$ cat src/rtl/gb_seq_pkg.sv
// Shared types and default widths for the gbprocessor instruction sequencer.
package gb_seq_pkg;

    localparam int GB_INSTR_W = 8;
    localparam int GB_PROBE_W = 8;

    typedef enum logic [1:0] {
        IDLE  = 2'd0,
        ISSUE = 2'd1,
        WAIT  = 2'd2,
        HOLD  = 2'd3
    } seq_state_t;

endpackage

$ cat src/rtl/gb_instr_fifo.sv
// Power-of-two instruction FIFO; head is the oldest entry, pushes while full are dropped.
module gb_instr_fifo
    import gb_seq_pkg::*;
#(
    parameter int INSTR_W = GB_INSTR_W,
    parameter int DEPTH   = 8
) (
    input  logic                   clk_i,
    input  logic                   rst_i,
    input  logic                   push_i,
    input  logic [INSTR_W-1:0]     wdata_i,
    input  logic                   pop_i,
    output logic [INSTR_W-1:0]     head_o,
    output logic                   full_o,
    output logic                   empty_o,
    output logic [$clog2(DEPTH):0] count_o
);

    localparam int AW = $clog2(DEPTH);
    localparam int CW = AW + 1;

    logic [INSTR_W-1:0] mem_q [DEPTH];
    logic [AW-1:0]      wr_ptr_q;
    logic [AW-1:0]      rd_ptr_q;
    logic [CW-1:0]      count_q;
    logic               do_push;
    logic               do_pop;

    assign full_o  = (count_q == CW'(DEPTH));
    assign empty_o = (count_q == '0);
    assign do_push = push_i && !full_o;
    assign do_pop  = pop_i && !empty_o;
    assign head_o  = mem_q[rd_ptr_q];
    assign count_o = count_q;

    always_ff @(posedge clk_i) begin
        if (do_push) begin
            mem_q[wr_ptr_q] <= wdata_i;
        end
    end

    // Pointers wrap naturally because DEPTH is a power of two.
    always_ff @(posedge clk_i or posedge rst_i) begin
        if (rst_i) begin
            wr_ptr_q <= '0;
            rd_ptr_q <= '0;
            count_q  <= '0;
        end else begin
            if (do_push) begin
                wr_ptr_q <= wr_ptr_q + AW'(1);
            end
            if (do_pop) begin
                rd_ptr_q <= rd_ptr_q + AW'(1);
            end
            case ({do_push, do_pop})
                2'b10:   count_q <= count_q + CW'(1);
                2'b01:   count_q <= count_q - CW'(1);
                default: count_q <= count_q;
            endcase
        end
    end

endmodule

$ cat src/rtl/gb_instr_sequencer.sv
// Buffers host instructions, issues them to the gbprocessor core one at a time with a
// minimum spacing, and returns the probe sampled PROBE_LAT cycles after each issue.
module gb_instr_sequencer
    import gb_seq_pkg::*;
#(
    parameter int INSTR_W   = GB_INSTR_W,
    parameter int PROBE_W   = GB_PROBE_W,
    parameter int DEPTH     = 8,
    parameter int ISSUE_GAP = 1,
    parameter int PROBE_LAT = 1
) (
    input  logic                   clock,
    input  logic                   reset,
    input  logic                   enable,
    input  logic [INSTR_W-1:0]     in_instr,
    input  logic                   in_valid,
    output logic                   in_ready,
    output logic [INSTR_W-1:0]     cpu_instruction,
    output logic                   cpu_valid,
    input  logic [PROBE_W-1:0]     cpu_probe,
    output logic [INSTR_W-1:0]     res_instr,
    output logic [PROBE_W-1:0]     res_probe,
    output logic                   res_valid,
    input  logic                   res_ready,
    output logic [$clog2(DEPTH):0] count,
    output logic                   busy,
    output logic [1:0]             dbg_state
);

    localparam int GW = (ISSUE_GAP > 1) ? $clog2(ISSUE_GAP) : 1;
    localparam int WW = (PROBE_LAT > 1) ? $clog2(PROBE_LAT) : 1;
    localparam logic [GW-1:0] GAP_LOAD  = GW'(ISSUE_GAP - 1);
    localparam logic [WW-1:0] WAIT_LOAD = WW'(PROBE_LAT - 1);

    seq_state_t             state_q;
    logic                   cpu_valid_q;
    logic [INSTR_W-1:0]     cpu_instr_q;
    logic                   res_valid_q;
    logic [INSTR_W-1:0]     res_instr_q;
    logic [PROBE_W-1:0]     res_probe_q;
    logic [GW-1:0]          gap_q;
    logic [WW-1:0]          wait_q;

    logic [INSTR_W-1:0]     fifo_head;
    logic                   fifo_full;
    logic                   fifo_empty;
    logic [$clog2(DEPTH):0] fifo_count;
    logic                   fifo_pop;

    // The FIFO entry is consumed at the end of the single ISSUE cycle.
    assign fifo_pop = (state_q == ISSUE);

    gb_instr_fifo #(
        .INSTR_W (INSTR_W),
        .DEPTH   (DEPTH)
    ) u_fifo (
        .clk_i   (clock),
        .rst_i   (reset),
        .push_i  (in_valid),
        .wdata_i (in_instr),
        .pop_i   (fifo_pop),
        .head_o  (fifo_head),
        .full_o  (fifo_full),
        .empty_o (fifo_empty),
        .count_o (fifo_count)
    );

    always_ff @(posedge clock or posedge reset) begin
        if (reset) begin
            state_q     <= IDLE;
            cpu_valid_q <= 1'b0;
            cpu_instr_q <= '0;
            res_valid_q <= 1'b0;
            res_instr_q <= '0;
            res_probe_q <= '0;
            gap_q       <= '0;
            wait_q      <= '0;
        end else begin
            cpu_valid_q <= 1'b0;
            if (gap_q != '0) begin
                gap_q <= gap_q - GW'(1);
            end
            case (state_q)
                IDLE: begin
                    // Gap is loaded on entry to ISSUE so pulses are exactly ISSUE_GAP apart at best.
                    if (enable && !fifo_empty && (gap_q == '0)) begin
                        state_q     <= ISSUE;
                        cpu_valid_q <= 1'b1;
                        cpu_instr_q <= fifo_head;
                        gap_q       <= GAP_LOAD;
                    end
                end
                ISSUE: begin
                    res_instr_q <= cpu_instr_q;
                    wait_q      <= WAIT_LOAD;
                    state_q     <= WAIT;
                end
                WAIT: begin
                    if (wait_q == '0) begin
                        res_probe_q <= cpu_probe;
                        res_valid_q <= 1'b1;
                        state_q     <= HOLD;
                    end else begin
                        wait_q <= wait_q - WW'(1);
                    end
                end
                HOLD: begin
                    if (res_ready) begin
                        res_valid_q <= 1'b0;
                        state_q     <= IDLE;
                    end
                end
                default: state_q <= IDLE;
            endcase
        end
    end

    assign in_ready        = !fifo_full;
    assign cpu_instruction = cpu_instr_q;
    assign cpu_valid       = cpu_valid_q;
    assign res_instr       = res_instr_q;
    assign res_probe       = res_probe_q;
    assign res_valid       = res_valid_q;
    assign count           = fifo_count;
    assign busy            = (state_q != IDLE) || (fifo_count != '0);
    assign dbg_state       = state_q;

endmodule

$ cat config.mk
export PLATFORM = sky130hd
export DESIGN_NAME = gb_instr_sequencer
export DESIGN_NICKNAME = d
export VERILOG_FILES = /design/src/rtl/gb_seq_pkg.sv /design/src/rtl/gb_instr_fifo.sv /design/src/rtl/gb_instr_sequencer.sv
export SDC_FILE = /design/constraint.sdc
export NUM_CORES = 1
export LEC_CHECK = 0
export CORE_ASPECT_RATIO = 0.6
export CORE_MARGIN = 4
export CORE_UTILIZATION = 35
export CTS_BUF_LIST = sky130_fd_sc_hd__clkbuf_2 sky130_fd_sc_hd__clkbuf_4 sky130_fd_sc_hd__clkbuf_8
export CTS_CLUSTER_DIAMETER = 40
export DETAILED_ROUTE_END_ITERATION = 10
export GPL_TIMING_DRIVEN = 0
export SLEW_MARGIN = 10
export SYNTH_ARGS = -nofsm -noshare
export SYNTH_HDL_FRONTEND = slang
export SYNTH_SLANG_ARGS = --single-unit
$ cat constraint.sdc
create_clock -name clock -period 3.68 [get_ports clock]
set_input_delay 0.736 -clock clock [delete_from_list [all_inputs] [get_ports clock]]
set_output_delay 0.736 -clock clock [all_outputs]
set_load 0.05 [all_outputs]
Word level (Yosys, flattened, before mapping)
Memories as Yosys holds them, arrays and structs flattened. A register that Yosys moved wholly into a read port is not among the register bits.
Index checks and enable logic that the tools add are counted.
Widths: inputs -> output; s select.
- flip-flop bits (word level): 32
- bits in writable memories: 64
- bits of input ports: 21
- output and inout port bits: 34
- memories: 1
- add/sub/neg operators: 6
- eq/ne operators: 9
- muxes and demuxes: 17
- bitwise gates (word level): 2
- reduce and logical (&&, ||, !) cells: 18
- memories (memory ; words ; bits a word ; read ports ; clocked after memory_dff ; write ports ; RTL line ; source):
    u_fifo.mem_q ; 8 ; 8 ; 1 ; 1 ; 1 ; gb_instr_fifo.sv:22 ; logic [INSTR_W-1:0] mem_q [DEPTH];
- operators by type and width (operator ; count):
    $mux 1 ; 10
    $pmux 2 s4 ; 1
    $pmux 4 s2 ; 1
    $reduce_bool 2->1 ; 4
    $add 3x1->3 const B ; 2
    $eq 2x2->1 const B ; 3
    $mux 2 ; 3
    $ne 2x2->1 const B ; 3
    $reduce_and 3->1 ; 2
    $add 4x1->4 const B ; 1
    $eq 2x1->1 const B ; 2
    $eq 4x4->1 const B ; 1
    $logic_and 1x1->1 ; 4
    $logic_not 4->1 ; 1
    $pmux 1 s2 ; 2
    $reduce_and 2->1 ; 2
    $reduce_bool 4->1 ; 1
    $sub 4x1->4 const B ; 1
    $logic_not 1->1 ; 2
    $logic_not 2->1 ; 1
    $not 1->1 ; 2
    $sub 1x1->1 const B ; 2
    $logic_or 1x1->1 ; 1

Logic depth before layout (Yosys ltp)
- depth in word-level cells: 6
- gate-level depth with buffers: 12

By module
Synthesis repeated with hierarchy kept, for this count alone.
- cell total of the unflattened synthesis: 237
- area total of the unflattened synthesis: 4290.4 sq um
- by module, submodules not included (module ; instances ; cells an instance ; area an instance (sq um) ; sequential area each (sq um)):
    gb_instr_fifo ; 1 ; 161 ; 3138.0 ; 2172.1
    gb_instr_sequencer ; 1 ; 76 ; 1152.4 ; 700.7

Least setup slack after synthesis
Ideal clock, no wire load.
- path type: reg2reg
- from: register u_fifo.count_q[0] (netlist: u_fifo.count_o[0])
- to: register u_fifo.count_q[2] (netlist: u_fifo.count_o[2])
- library setup time: 0.148 ns
- arrival: 2.615 ns
- slack: 0.917 ns
- cell stages (with the launch flop): 11
- period minus slack after synthesis: 2.763 ns
- cell sequence: dfrtp_1 -> or4b_2 -> buf_6 -> nand2_4 -> ha_1 -> xor2_1 -> ha_1 -> a21oi_1 -> xor2_1 -> nor2_1 -> xor2_1
- cells in the longest elaborated chain, start to end: 5
- RTL lines (item ; RTL line ; source):
    start, declared ; gb_instr_fifo.sv:25 ; logic [CW-1:0] count_q;
    start signal, assigned ; gb_instr_fifo.sv:56 ; 2'b10: count_q <= count_q + CW'(1);
    start signal, assigned ; gb_instr_fifo.sv:57 ; 2'b01: count_q <= count_q - CW'(1);
    start signal, assigned ; gb_instr_fifo.sv:58 ; default: count_q <= count_q;
    $eq 4x4->1 * ; gb_instr_fifo.sv:29 ; assign full_o = (count_q == CW'(DEPTH));
    $logic_not 1->1 * ; - ;
    via in_ready ; gb_instr_sequencer.sv:17 ; output logic in_ready,
    $logic_and 1x1->1 * ; gb_instr_fifo.sv:31 ; assign do_push = push_i && !full_o;
    $eq 2x1->1 or $eq 2x2->1 (tied branches) ; gb_instr_fifo.sv:55 ; case ({do_push, do_pop})
    $pmux 4 s2 or $reduce_bool 2->1 (tied branches) ; - ;
The timed path passes the listed nets; every way through them passes the cells marked *.
A chain may end at the register's enable or synchronous reset.

Final worst setup path
- from: register u_fifo.count_q[0] (netlist: u_fifo.count_o[0])
- to: output in_ready
- cells in the longest elaborated chain, start to end: 2
- RTL lines (item ; RTL line ; source):
    $eq 4x4->1 ; gb_instr_fifo.sv:29 ;
    $logic_not 1->1 ; gb_instr_sequencer.sv:118 ; assign in_ready = !fifo_full;
    end, declared ; gb_instr_sequencer.sv:17 ;
No other way between the ends.

==> results.yml <==
global_routing:
  grt_pass1_vias: 2353
  grt_overflow: 0
  gr-usage-met3_pct: 3.87
  grt.busiest_layer: "met1"
  use_met2_pct: 17.6
  use_met1_pct: 19.9
  grt_pass1_wl_um: 13400
  antenna_found_initial: 0
  grt_max_degree: 35
  grtUsageTotal_pct: 12.9
logic_synthesis:
  synth_cells: 271
  synth_edf_count: 64
  syn-cell-area_um2: 4230
  yosys-top-cells-area: "edfxtp_1, dfrtp_1, mux2i_1, mux2_2, ha_1"
  synth.yosys.seq_area_share_pct: 67.9
  postSynth.topFlopCell: "edfxtp_1"
  async_flop_share_pct: 37.3
  synthDistinctLibCells: 34
  ys_ff_latch: 102
  synth_fp_nets: 302
  yosys_warnings: 0
  syn_area_per_cell_um2: 15.6
  synth.most_common_cell: "edfxtp_1"
  synth_top_area_share_pct: 45.4
  yosys.area.top_type: "edfxtp_1"
  yosys-top-cells-count: "edfxtp_1, dfrtp_1, mux2i_1, mux2_2, a22oi_1"
clock_network:
  post-cts-setup-buffer-count: 0
  h-tree-depth: 3
  cts_hold_buffers: 0
  cts_resized: 0
  cts_root_buffer: "clkbuf_8"
  clk_latency_ns: 0.37
  cts_sinks: 102
  cts_tree: "yes"
  cts_buffers: 9
  clk_pin_slew_ns: 0.10
  cts_max_path_buffers: 2
outcome:
  outcome: "finished clean"
worst_setup_path:
  start_kind: "flop"
  critPathRequiredTime_ns: 2.94
  critical_path_buf_inv_count: 2
  arrival_ns: 2.39
  cp_max_fo: 7
  cpMaxStageDelayCell: "or4b_2"
  worstPathCellList: "or4b_2 > buf_6 > clkdlybuf4s50_1"
  path_class: "reg -> out"
  cpPeakStageDelay_ns: 0.70
  path_delay_family: "buffers and inverters"
  end_kind: "output port"
placement:
  hpwlAfterDp_um: 6030
  place_inst: 488
  routabilityCongestion: 0.747
  dpl_worst_slack_ns: 0.962
  io_buffers: 54
power:
  vdd_drop_max_uv: 542
  power_density_nw_per_um2: 911
  leakagePower_uw: 0.00200
timing:
  setup_viol: 0
  layout_setup_ws_ns: 0.555
  slew_violations: 0
  fmax_ghz: 0.320
  hold_viol: 0
  worst_pin_slew_ns: 0.961
  fin_skew_ns: 0.0113
  rsz0062_at_grt: "false"
  fin_crit_sh_pct: 84.9
  maxSlewHeadroom_pct: 35.7
  fin_tns_setup_ns: 0
  min_period_ns: 3.12
hold_path:
  hold_path.class: "reg -> reg"
layout:
  final_net_count: 370
  multi_input_area_um2: 1250
  n_fill_cell: 1060
  register_area_um2: 2870
  area_delta_synth_final_pct: 23.6
  diodes: 0
  instances_no_fill: 504
  drive_gt1_share_pct: 18.6
route:
  vias: 2376
  ant_nets: 0
  vias_per_cell: 4.71
  drt_iter0_markers: 91
  drt_drc_violations_left: 0
  avgRoutedWirePerCell_um: 17.0
  wl_um: 8550
  first_pass_iters: 4
run:
  drv_cap: 0
floorplanning:
  pin_count: 55
  die_h_um: 93.1
  initial_core_util_pct: 36.6
  fp-row-count: 30
  core_area_um2: 11600
  die-area_um2: 14000
  die_x_um: 150
## layout make-up
cell class | count | area share [%]
multi-input combinational | 143 | 23.9
sequential | 102 | 55.0
timing repair buffer | 57 | 11.0
clock inverter | 7 | 1.39
buffer | 12 | 1.56
tap | 160 | 3.83
clock buffer | 9 | 2.37
inverter | 14 | 1.01
## flip-flops by register name, summed over array words and instances (netlist names), 2 cells and up
name	flops
u_fifo.mem_q	64
res_probe	8
u_fifo.count_o	4
cpu_instruction	8
res_instr	8
u_fifo.rd_ptr_q	3
u_fifo.wr_ptr_q	3
dbg_state	2
## logic make-up (layout without fill, tap and decap cells)
family	after synthesis	after routing	share of synthesized area, %
mux	53	53	13.2
xor+xnor	9	9	1.86
flops	102	102	67.9
simple gates	41	41	5.59
fa+ha+maj	10	10	2.96
buf+inv	26	99	3.17
compound gates	30	30	5.27
## layer usage
layer / vias to the layer above / wire (um)
li1: 1132 / -
met1: 1178 / 4380
met2: 55 / 3540
met3: 11 / 551
met4: 0 / 71
met5: - / 0
## layout by cell type, fill, tap and decap left out, drive strengths merged, types with 2 or more instances in the layout
cell           count
edfxtp            64
clkdlybuf4s50     54
dfrtp             38
mux2i             33
mux2              20
a22oi             16
inv               16
buf               13
nand3             11
clkbuf            11
ha                10
o21ai              9
nor2               7
xnor2              6
nand2              6
nor3               4
nor2b              3
a21oi              3
nand2b             3
xor2               3
clkinv             3
o22ai              2
## report_power, final
part,switching [uW],internal [uW],total (uW)
Clock,383,317,700
Sequential,215,1550,1760
Combinational,1410,890,2300
Total,2010,2760,4760
## worst paths after layout
kind                            slack (ns)                 to  cells after the start         startpoint
worst max-delay path                  0.56           in_ready                      3  u_fifo.count_o[0]
min in group asynchronous             0.55  u_fifo.count_o[3]                      2              reset
worst min register to register        0.51       res_instr[6]                      1       res_instr[6]
max in group asynchronous             2.72       res_probe[1]                      3              reset
worst max register to register        0.93  u_fifo.count_o[2]                     12       dbg_state[1]
worst min-delay path                  0.51       res_instr[6]                      1       res_instr[6]
## metrics by stage
| stage | util (%) | area (um^2) | total power (uW) | hold slack (ns) |
|---|---|---|---|---|
| after global placement | 43.0 | 4970 | 4030 | 0.490 |
| after global routing | 45.2 | 5230 | 5020 | 0.525 |
| after CTS | 45.2 | 5230 | 4810 | 0.517 |
| after detailed placement | 43.5 | 5030 | 4100 | 0.496 |
| after floorplan | - | 4230 | 3360 | 0.493 |
| final | 45.2 | 5230 | 4760 | 0.512 |
Power figures use the tool's default switching activity.
==> RTL change (same settings) <==
Set the parameter `PROBE_LAT` to 2 (it was 1).
--- a/src/rtl/gb_instr_sequencer.sv
+++ b/src/rtl/gb_instr_sequencer.sv
@@ -7,7 +7,7 @@
     parameter int PROBE_W   = GB_PROBE_W,
     parameter int DEPTH     = 8,
     parameter int ISSUE_GAP = 1,
-    parameter int PROBE_LAT = 1
+    parameter int PROBE_LAT = 2
 ) (
     input  logic                   clock,
     input  logic                   reset,
Function: changed (a bounded check fails within 10 cycles, from zero or initial values and one cycle with reset high).
==> RTL change against the unedited design <==
Synthesized area rose by 0.89%; wire length rose by 8.0%; sequential cell count rose by 1; global-route usage rose by 0.93 points; largest cell class unchanged; setup slack improved by 52 ps; clock power rose by 33%; total power rose by 5.0%; cell area rose by 1.6%.
==> RTL change: results <==
metrics = {
    "power": {
        "p_leak_nw": 2.042,
        "ir_drop_mv": 0.3921,
        "netSwitchingPower_mw": 2.023,
    },
    "route": {
        "via_per_inst": 4.767,
        "drt_iter0_drc": 143,
        "wire_per_inst_um": 18.11,
    },
    "logic_synthesis": {
        "synth.area.top_cells": "edfxtp_1 (45%), dfrtp_1 (23%), mux2i_1 (8.0%)",
        "synth_nets": 310,
        "synthAdderAreaFrac_pct": 2.933,
        "synth_compound_area_share_pct": 5.132,
        "yosysSeqAreaShare_pct": 67.92,
        "yosys.area_share.xor_xnor_pct": 1.642,
        "async_reset_ff_share_pct": 37.86,
        "synthTopCellsByCount": "edfxtp_1 (64), dfrtp_1 (39), mux2i_1 (34)",
        "synth.area.mux_share_pct": 13.26,
    },
    "outcome": {
        "status": "completed",
    },
    "global_route": {
        "grt_max_degree": 29,
        "grt_pass1_vias": 2446,
        "grt_pass1_wl_mm": 14.21,
    },
    "timing": {
        "tightest_slew_ps": 990.9,
        "skew_ps": 12.18,
    },
    "worst_setup_path": {
        "cp_data_arrival_time_ps": 2340,
        "crit_family": "simple AND/OR/NAND/NOR gates",
        "slowest_delay_ps": 760,
        "cp_max_fo": 8,
    },
    "clock_tree": {
        "ctsLongestPathBuffers": 2,
    },
    "finish": {
        "drive_gt1_share_pct": 17.14,
        "fin_nets": 376,
    },
    "place": {
        "placed_area_sq_mm": 0.005037,
        "hpwl_mm": 6.533,
        "place_congestion": 0.7101,
    },
}
==> RTL change: per-layer routing <==
layer	part of all wire [%]	global-route usage [%]
met1	51	21.25
met2	42	18.82
met3	6.0	3.971
met4	1.0	3.653
met5	0	0
==> RTL change: path summary, 6_finish.rpt <==
kind	startpoint	end	slack, ps	cells after the start
max reg2reg	dbg_state[1]	u_fifo.count_o[2]	850	12
min reg2reg	res_instr[6]	res_instr[6]	510	1
max in group asynchronous	reset	cpu_instruction[4]	2610	3
max	u_fifo.count_o[1]	in_ready	610	2
min in group asynchronous	reset	u_fifo.wr_ptr_q[1]	620	2
min	res_instr[6]	res_instr[6]	510	1
==> RTL change: metrics by stage <==
step | hold slack (ps) | power (mW) | instances | worst slack, ps | utilization (%)
2_1_floorplan | 487.5 | 3.361 | 279 | 788.5 | -
3_3_place_gp | 471.1 | 4.048 | 493 | 470.5 | 43.17
6_report | 512.3 | 4.999 | 510 | 606.8 | 45.80
3_5_place_dp | 495.3 | 4.109 | 494 | 831.8 | 43.43
4_1_cts | 518.2 | 5.050 | 510 | 569.8 | 45.80
5_1_grt | 526.0 | 5.264 | 510 | 520.4 | 45.80
==> RTL change: cell type report <==
cell class,instances,share of cell area [%]
Buffer,11,1.319
Tap cell,160,3.768
Clock inverter,6,2.591
Clock buffer,10,2.591
Multi-Input combinational cell,150,23.58
Timing Repair Buffer,55,10.55
Inverter,15,1.060
Sequential cell,103,54.55
==> RTL change: kinds of logic after synthesis <==
group | Yosys count
AOI/OAI and AO/OA | 29
xor gates and xnor gates | 8
adders and majority gates | 10
buffers and inverters | 26
DFF | 103
muxes | 54
and+or+nand+nor | 49
==> RTL change: power groups by stage <==
stage	logic, mW	registers [mW]	clock network, mW
5_1_grt	2.45	1.82	0.997
3_5_place_dp	2.31	1.80	0
2_1_floorplan	0.996	2.37	0
6_report	2.29	1.78	0.930
4_1_cts	2.31	1.78	0.956
3_3_place_gp	2.27	1.78	0
